## config.mk

```make
export PLATFORM = sky130hd
export DESIGN_NAME = register_file
export DESIGN_NICKNAME = d
export VERILOG_FILES = /design/src/rtl/bpu_reg_pkg.sv /design/src/rtl/reg_cell.sv /design/src/rtl/register_file.sv
export SDC_FILE = /design/constraint.sdc
export NUM_CORES = 1
export LEC_CHECK = 0
export ABC_AREA = 1
export CORE_UTILIZATION = 59
export DETAILED_ROUTE_END_ITERATION = 10
export GPL_TIMING_DRIVEN = 0
export PLACE_DENSITY = 0.87
export SYNTH_ARGS = -nofsm -noshare
export SYNTH_HDL_FRONTEND = slang
export SYNTH_SLANG_ARGS = --single-unit
```

## constraint.sdc

```tcl
create_clock -name clk -period 2.8 [get_ports clk]
set_clock_uncertainty 0.05 [all_clocks]
set_input_delay 0.28 -clock clk [delete_from_list [all_inputs] [get_ports clk]]
set_output_delay 0.28 -clock clk [all_outputs]
set_load 0.05 [all_outputs]
```

## src/rtl/bpu_reg_pkg.sv

```systemverilog
`default_nettype none
// ============================================================================
// Module      : bpu_reg_pkg
// Description : Shared types and limits for the register file and its cells.
// Revision    : 1.0 - initial release
// ============================================================================
package bpu_reg_pkg;

    typedef enum logic [1:0] {
        CNT_NONE = 2'd0,
        CNT_INC  = 2'd1,
        CNT_DEC  = 2'd2
    } cnt_op_t;

    localparam int REG_DEPTH_MAX = 16;

endpackage
`default_nettype wire

```

## src/rtl/reg_cell.sv

```systemverilog
`default_nettype none
// ============================================================================
// Module      : reg_cell
// Description : Single WIDTH-bit register with sync reset, load and inc/dec.
// Revision    : 1.0 - initial release
// ============================================================================
module reg_cell
    import bpu_reg_pkg::*;
#(
    parameter int WIDTH = 8
) (
    input  logic             clk,
    input  logic             rst,
    input  logic             load,
    input  logic [WIDTH-1:0] load_data,
    input  cnt_op_t          op,
    output logic [WIDTH-1:0] value,
    output logic             wrap
);

    logic [WIDTH-1:0] r_value;

    always_ff @(posedge clk) begin
        if (rst) begin
            r_value <= '0;
        end else if (load) begin
            r_value <= load_data;
        end else begin
            case (op)
                CNT_INC: r_value <= r_value + WIDTH'(1);
                CNT_DEC: r_value <= r_value - WIDTH'(1);
                default: r_value <= r_value;
            endcase
        end
    end

    // Wrap is only meaningful when the counter operation actually applies.
    assign wrap  = !load && (((op == CNT_INC) && (&r_value)) ||
                             ((op == CNT_DEC) && (~|r_value)));
    assign value = r_value;

endmodule
`default_nettype wire

```

## src/rtl/register_file.sv

```systemverilog
`default_nettype none
// ============================================================================
// Module      : register_file
// Description : DEPTH x WIDTH register file, one write port, two read ports,
//               and an in-place inc/dec counter port with registered carry.
// Revision    : 1.0 - initial release
// ============================================================================
module register_file
    import bpu_reg_pkg::*;
#(
    parameter int WIDTH  = 8,
    parameter int DEPTH  = 4,
    localparam int ADDR_W = $clog2(DEPTH)
) (
    input  logic              clk,
    input  logic              rst,
    input  logic              write,
    input  logic [ADDR_W-1:0] waddr,
    input  logic [WIDTH-1:0]  data_in,
    input  logic              read_a,
    input  logic [ADDR_W-1:0] raddr_a,
    output logic [WIDTH-1:0]  data_out_a,
    input  logic              read_b,
    input  logic [ADDR_W-1:0] raddr_b,
    output logic [WIDTH-1:0]  data_out_b,
    input  logic              inc,
    input  logic              dec,
    input  logic [ADDR_W-1:0] caddr,
    output logic              carry
);

    logic              w_wvalid;
    logic              w_cvalid;
    cnt_op_t           w_op;
    logic [WIDTH-1:0]  w_regs [DEPTH];
    logic [DEPTH-1:0]  w_wrap;
    logic              r_carry;

    assign w_wvalid = write && (32'(waddr) < DEPTH);

    // Simultaneous inc+dec cancels; a write to the same address wins.
    assign w_cvalid = (inc ^ dec) && (32'(caddr) < DEPTH) &&
                      !(w_wvalid && (waddr == caddr));

    always_comb begin
        w_op = CNT_NONE;
        if (w_cvalid) begin
            w_op = inc ? CNT_INC : CNT_DEC;
        end
    end

    for (genvar i = 0; i < DEPTH; i++) begin : g_cells
        reg_cell #(
            .WIDTH(WIDTH)
        ) u_cell (
            .clk      (clk),
            .rst      (rst),
            .load     (w_wvalid && (waddr == ADDR_W'(i))),
            .load_data(data_in),
            .op       ((caddr == ADDR_W'(i)) ? w_op : CNT_NONE),
            .value    (w_regs[i]),
            .wrap     (w_wrap[i])
        );
    end

    always_ff @(posedge clk) begin
        if (rst) begin
            r_carry <= 1'b0;
        end else begin
            r_carry <= |w_wrap;
        end
    end

    assign carry = r_carry;

    // Out-of-range or disabled reads fall through to zero.
    always_comb begin
        data_out_a = '0;
        data_out_b = '0;
        for (int i = 0; i < DEPTH; i++) begin
            if (read_a && (raddr_a == ADDR_W'(i))) data_out_a = w_regs[i];
            if (read_b && (raddr_b == ADDR_W'(i))) data_out_b = w_regs[i];
        end
    end

endmodule
`default_nettype wire

```

Yosys cells after proc, flatten, opt, wreduce, memory -nomap -nowiden
Index checks and enable logic that the tools add are counted.
{"block": "word_totals", "output_inout_bits": 17, "in_bits": 23, "reg_bits": 33, "word_cells": 113}
{"block": "op_classes", "n_eq_ne": 21, "addsub": 8, "reduce_logical": 56, "muxes": 22, "bitwise": 1}
{"operator": "$mux W8", "count": 12}
{"operator": "$pmux W8 S2", "count": 4}
{"operator": "$add A8 B1 Y8 const B", "count": 4}
{"operator": "$reduce_and A8 Y1", "count": 4}
{"operator": "$reduce_or A8 Y1", "count": 4}
{"operator": "$sub A8 B1 Y8 const B", "count": 4}
{"operator": "$logic_and A1 B1 Y1", "count": 26}
{"operator": "$eq A2 B2 Y1 const B", "count": 12}
{"operator": "$eq A2 B1 Y1 const B", "count": 8}
{"operator": "$mux W2", "count": 6}
{"operator": "$reduce_bool A3 Y1", "count": 4}
{"operator": "$logic_not A1 Y1", "count": 9}
{"operator": "$logic_not A2 Y1", "count": 4}
{"operator": "$logic_or A1 B1 Y1", "count": 4}
{"operator": "$reduce_or A4 Y1", "count": 1}
{"operator": "$eq A2 B2 Y1", "count": 1}
{"operator": "$xor A1 B1 Y1", "count": 1}

Logic depth before layout (Yosys ltp)
{"block": "depth", "depth_word": 11, "ltp_mapped": 21, "depth_no_buf": 20}

Cells and area by module
Synthesis repeated with hierarchy kept, for this count alone.
{"block": "unflattened", "hier_cells": 672, "hier_area_um2": 3709.8}
{"module": "reg_cell", "cells_each": 133, "seq_area_each_um2": 160.2, "instances": 4, "area_per_inst_um2": 740.7}
{"module": "register_file", "cells_each": 140, "seq_area_each_um2": 20.0, "instances": 1, "area_per_inst_um2": 747.0}

Worst setup path after synthesis
OpenSTA, ideal clock, no wires.
{"block": "synth_path", "path_type": "input -> register", "startpoint": "in caddr[1]", "endpoint": "reg g_cells[3].u_cell.r_value[2]", "required_time_ns": 2.622, "arrival_ns": 2.241, "setup_slack_ns": 0.381, "path_stages": 18, "path_buffers": 1, "setup_ns": 0.128, "cell_sequence": "inv_1 o21ai_1 a21oi_1 nand3_2 nand3_2 nor3_1 inv_1 ha_1 buf_4 inv_4 nand2_1 nand2_1 inv_1 ha_1 o21bai_2 or2_2 nand3_1 a31oi_1"}
{"block": "synth_via", "elab_chain_len": 9, "word_cells_on_any_way": 12, "classes_between": "eq/ne (4); mux (4); reduce/logical (4)"}
{"element": "from (decl)", "line": "register_file.sv:28", "source": "input logic [ADDR_W-1:0] caddr,"}
{"element": "$eq A2 B2 Y1", "line": "register_file.sv:43", "source": "!(w_wvalid && (waddr == caddr));"}
{"element": "$logic_and A1 B1 Y1", "line": "register_file.sv:43"}
{"element": "$logic_not A1 Y1", "line": "register_file.sv:43"}
{"element": "$logic_and A1 B1 Y1", "line": "register_file.sv:42", "source": "assign w_cvalid = (inc ^ dec) && (32'(caddr) < DEPTH) &&"}
{"element": "$mux W2", "line": "register_file.sv:47", "source": "if (w_cvalid) begin"}
{"element": "$mux W2 *", "line": "register_file.sv:60", "source": ".op ((caddr == ADDR_W'(i)) ? w_op : CNT_NONE),"}
{"element": "$eq A2 B2 Y1 or $eq A2 B1 Y1 (tied branches)", "line": "reg_cell.sv:29", "source": "case (op)"}
{"element": "$pmux W8 S2", "line": "reg_cell.sv:29"}
{"element": "$mux W8", "line": "reg_cell.sv:26", "source": "end else if (load) begin"}
{"element": "to (signal assigned)", "line": "reg_cell.sv:27", "source": "r_value <= load_data;"}
{"element": "to (signal assigned)", "line": "reg_cell.sv:30", "source": "CNT_INC: r_value <= r_value + WIDTH'(1);"}
{"element": "to (signal assigned)", "line": "reg_cell.sv:31", "source": "CNT_DEC: r_value <= r_value - WIDTH'(1);"}
{"element": "to (decl)", "line": "reg_cell.sv:21", "source": "logic [WIDTH-1:0] r_value;"}
Mark *: on every way between the ends. The rest lies on a longest branch, timed or not.
A chain may end at the register's enable or synchronous reset.

Final worst setup path
{"block": "layout_path", "startpoint": "in raddr_b[1]", "endpoint": "out data_out_b[0]"}
{"block": "layout_via", "elab_chain_len": 6, "word_cells_on_any_way": 12, "classes_between": "eq/ne (3); mux (4); reduce/logical (5)"}
{"element": "from (decl)", "line": "register_file.sv:24", "source": "input logic [ADDR_W-1:0] raddr_b,"}
{"element": "$logic_not A2 Y1", "line": "register_file.sv:82", "source": "if (read_b && (raddr_b == ADDR_W'(i))) data_out_b = w_regs[i];"}
{"element": "$logic_and A1 B1 Y1", "line": "register_file.sv:82"}
{"element": "$mux W8 (3 in series)", "line": "register_file.sv:82"}
{"element": "$mux W8 *", "line": "register_file.sv:82"}
{"element": "to (decl)", "line": "register_file.sv:25", "source": "output logic [WIDTH-1:0] data_out_b,"}
Marks and branches as above.

==> key figures <==
Power and ir drop
  • Share of total power in sequential cells: 0.401
  • Max VDD drop: 286 µV
  • Switch share: 0.379
  • Reported leakage power: 2.27 nW
  • Part of the power in the clock network: 0.286
  • Areal power density over the cells: roughly 290 nW/µm²
  • P_sw: 0.000502 W
  • Int Power: 0.000823 W
  • Part of the total power dissipated in combinational logic: 0.313

Worst setup path
  • Data arrival at the endpoint of the critical path: ~2.4 ns
  • Critical path cell sequence: clkdlybuf4s50_1 -> inv_1 -> nor3_2 -> a221oi_1 -> o21ai_0 -> dlygate4sd2_1
  • Length in cells of the worst reg-to-reg path: 8
  • Capture point of the worst reg-to-reg path: g_cells[2].u_cell.value[2]
  • Longest individual stage delay on the worst path: a little under 0.6 ns
  • Launch point of the worst reg-to-reg path: g_cells[2].u_cell.value[1]
  • Category of the worst setup path capture point: primary output
  • Top fanout value on the critical path: 8
  • Minimum setup slack among reg-to-reg paths: ~1.0 ns
  • Worst endpoint required time: roughly 2.5 ns
  • Critical path type: input pin to primary output
  • Worst setup SP type: input pin
  • Slowest stage cell on the critical path: dlygate4sd2_1

CTS
  • Hold bufs inserted after CTS: 0
  • Skew-Pair Late Insertion Delay: ~0.29 ns
  • Number of levels in the clock H-tree: 2
  • Clock tree from TritonCTS: yes
  • Sink Count: 33
  • Root Buffer Master: clkbuf_8
  • Clock-pin slew reported for the worst setup and hold paths after clock tree synthesis: around 0.070 ns
  • Buffer depth of the longest clock path: 2
  • Clock buffers created by TritonCTS: 5

Placement
  • Placer Congestion: around 0.99
  • Post-Place Worst Slack: -0.689 ns
  • Placed cell count: 793
  • Placement Cell Area: approximately 4400 µm²
  • Number of input and output port buffers inserted: 38
  • HPWL after detailed placement: between 9 and 10 mm

Layout
  • Total inserted antenna cells: 0
  • Final Non-Filler Cells: between 800 and 900
  • Number of nets at the end of the flow: between 700 and 800
  • FILL cells: around 560
  • Post-route core utilization: 0.720
  • Growth of design area from synthesis to finish: 17.7%
  • Final standard cell area without fillers: between 4000 and 5000 µm²
  • Share of post-route cells with drive strength above 1: 0.132

Routing
  • Vias/cell: just over 6
  • Routed wire length per instance: about 16 µm
  • Number of design-rule violations left by the first detailed-router iteration: between 700 and 800
  • Number of optimization iterations in the first detailed-route pass: 6
  • Post-detailed-routing wire length: between 10 and 15 mm
  • Number of remaining DRC errors: 0
  • Count of nets left with antenna violations after detail routing: 0
  • Via count: a little under 5000

Floorplan
  • Vert. Die Dim: between 80 and 90 µm
  • Ports: 40
  • Number of placement rows: 29
  • Floorplan die width: a little over 80 µm
  • Std-Cell Core Area: about 6300 µm²
  • Initial Utilization: 0.611
  • Area of the die: 6910 µm²

Yosys
  • Top cell type's share of synthesized area: 0.173
  • Post-synth EDFFs: 0
  • Top cell types by occurrence after synthesis: nand2_1, inv_1, nand3_1
  • Syn. warnings: 0
  • Sequential cell area fraction in the yosys report: 0.170
  • Async SR Flop Fraction: 0
  • Cell count after synthesis: 678
  • Post-Syn Nets: 717
  • Cell taking the most area after synthesis: nand2_1
  • Most common cell in the netlist: nand2_1
  • Avg Synthesized Cell Area: ~5.7 µm²
  • #FFs+latches synth: 33
  • Top FF cell, synth: dfxtp_1
  • Distinct cell type count after synthesis: 39
  • Mapped cell area: 3880 µm²
  • Top post-synthesis cells by area: nand2_1, dfxtp_1, inv_1

GRT
  • Pin count of the biggest net entering global routing: 11
  • Number of antenna violations at the first check in global routing: 0
  • GRT overflow: 0
  • First-pass GRT wire length: between 20 and 25 mm
  • Via count of the first global-routing pass: ~4500
  • Global routing usage summed across all routing layers: 0.365

Timing
  • Number of max-slew violations in the final report: 0
  • Final worst path period share: 0.968
  • Smallest setup slack after layout: roughly 0.089 ns
  • Worst rel slew slack: 0.497
  • Maximum clock frequency: between 0.3 and 0.4 GHz
  • Count of endpoints failing setup in the final report: 0
  • Actual slew at the worst max-slew pin: roughly 0.75 ns
  • Number of failing hold endpoints at the final stage: 0
  • Shortest clock period the worst path allows after layout: between 2 and 3 ns
  • Worst hold margin: between 0.3 and 0.4 ns

Worst hold path
  • Min-Delay Endpoint: g_cells[1].u_cell.value[2]
  • Hold Path Stages: 3
  • Hold path start: waddr[0]
  • Min-delay worst type: input pin to register

Job
  • Maximum capacitance violations: 0

Status
  • Status: finished, final reports clean
-- kinds of logic after synthesis --
| family | share of synthesized area |
|---|---|
| XOR/XNOR | 0.0158 |
| AO/OA/AOI/OAI | 0.209 |
| AND/OR/NAND/NOR | 0.397 |
| adder cells (fa/ha/maj) | 0.0516 |
| buffers and inverters | 0.156 |
| flip-flops | 0.170 |
-- through the flow --
| stage | TNS, ns | power [W] |
|---|---|---|
| 2_1_floorplan | 0 | 0.000789 |
| 3_3_place_gp | -9.17 | 0.000910 |
| 3_5_place_dp | -12.31 | 0.000922 |
| 4_1_cts | 0 | 0.00129 |
| 5_1_grt | -0.120 | 0.00138 |
| 6_report | 0 | 0.00133 |
-- flip-flops by register name, indices dropped and copies added, names as in the netlist --
signal / cells
g_cells.u_cell.value: 32
carry: 1
-- critical path: cells and delay by family --
family                 cells  cell delay (ns)
AO/OA/AOI/OAI              2             0.38
buffers and inverters      3             1.22
AND/OR/NAND/NOR            1             0.50
-- repair_timing --
item | 4_1_cts | 5_1_grt
endpoints found under the hold margin | 0 | 0
buffers inserted | 0 | 6
pin swaps | 0 | 3
gates cloned | 0 | 0
resized for setup | 34 | 25
setup endpoints to repair | 36 | 19
-- power by group through the flow --
stage | clock network (W) | logic, W | registers (W)
3_3_place_gp | 0 | 0.000373 | 0.000537
4_1_cts | 0.000373 | 0.000385 | 0.000528
3_5_place_dp | 0 | 0.000384 | 0.000538
5_1_grt | 0.000399 | 0.000451 | 0.000533
6_report | 0.000379 | 0.000415 | 0.000531
2_1_floorplan | 0 | 0.000260 | 0.000529
-- layer usage --
layer  wire, µm  up-vias  GRT usage
met3       1520       81     0.0626
li1           -     2301          -
met1       4940     2202      0.461
met4        622        0      0.163
met5          0        -          0
met2       5820      357      0.608
-- cell usage in the layout (no fill, tap or decap), drive strengths merged --
master,netlist,routed
a21oi,42,42
a221oi,12,12
a31oi,5,5
buf,7,14
clkbuf,2,12
clkdlybuf4s50,0,17
dfxtp,33,33
dlygate4sd2,0,16
dlymetal6s2s,0,1
ha,16,16
inv,144,144
nand2,187,187
nand3,59,59
nand4,9,9
nor2,55,55
nor3,22,22
nor3b,1,1
o21ai,38,38
o21bai,7,7
o221ai,1,1
o22ai,20,20
o2bb2ai,3,3
o31ai,2,2
or2,6,6
xnor2,3,3
xor2,4,4
-- how the worst max path moves through the flow --
stage | start | slack (ns) | depth (start not counted) | endpoint
floorplan | caddr[1] | 0.38 | 18 | g_cells[3].u_cell.value[2]
global placement | caddr[1] | -0.58 | 18 | g_cells[2].u_cell.value[2]
detailed placement | caddr[1] | -0.69 | 18 | g_cells[2].u_cell.value[2]
CTS | waddr[1] | 0.01 | 18 | g_cells[3].u_cell.value[2]
global route | caddr[1] | -0.06 | 21 | g_cells[1].u_cell.value[4]
finish | raddr_b[1] | 0.09 | 6 | data_out_b[0]
-- layout make-up --
type / count / area [µm²] / share of cell area
clock buffers: 7 / 86.3 / 0.0189
well taps: 77 / 96.3 / 0.0211
flip-flops and latches: 33 / 661 / 0.145
multi-input cells: 492 / 2730 / 0.597
repair buffers: 44 / 390 / 0.0854
inverters: 144 / 546 / 0.119
plain buffers: 9 / 61.3 / 0.0134
(Power assumes the default switching activity.)
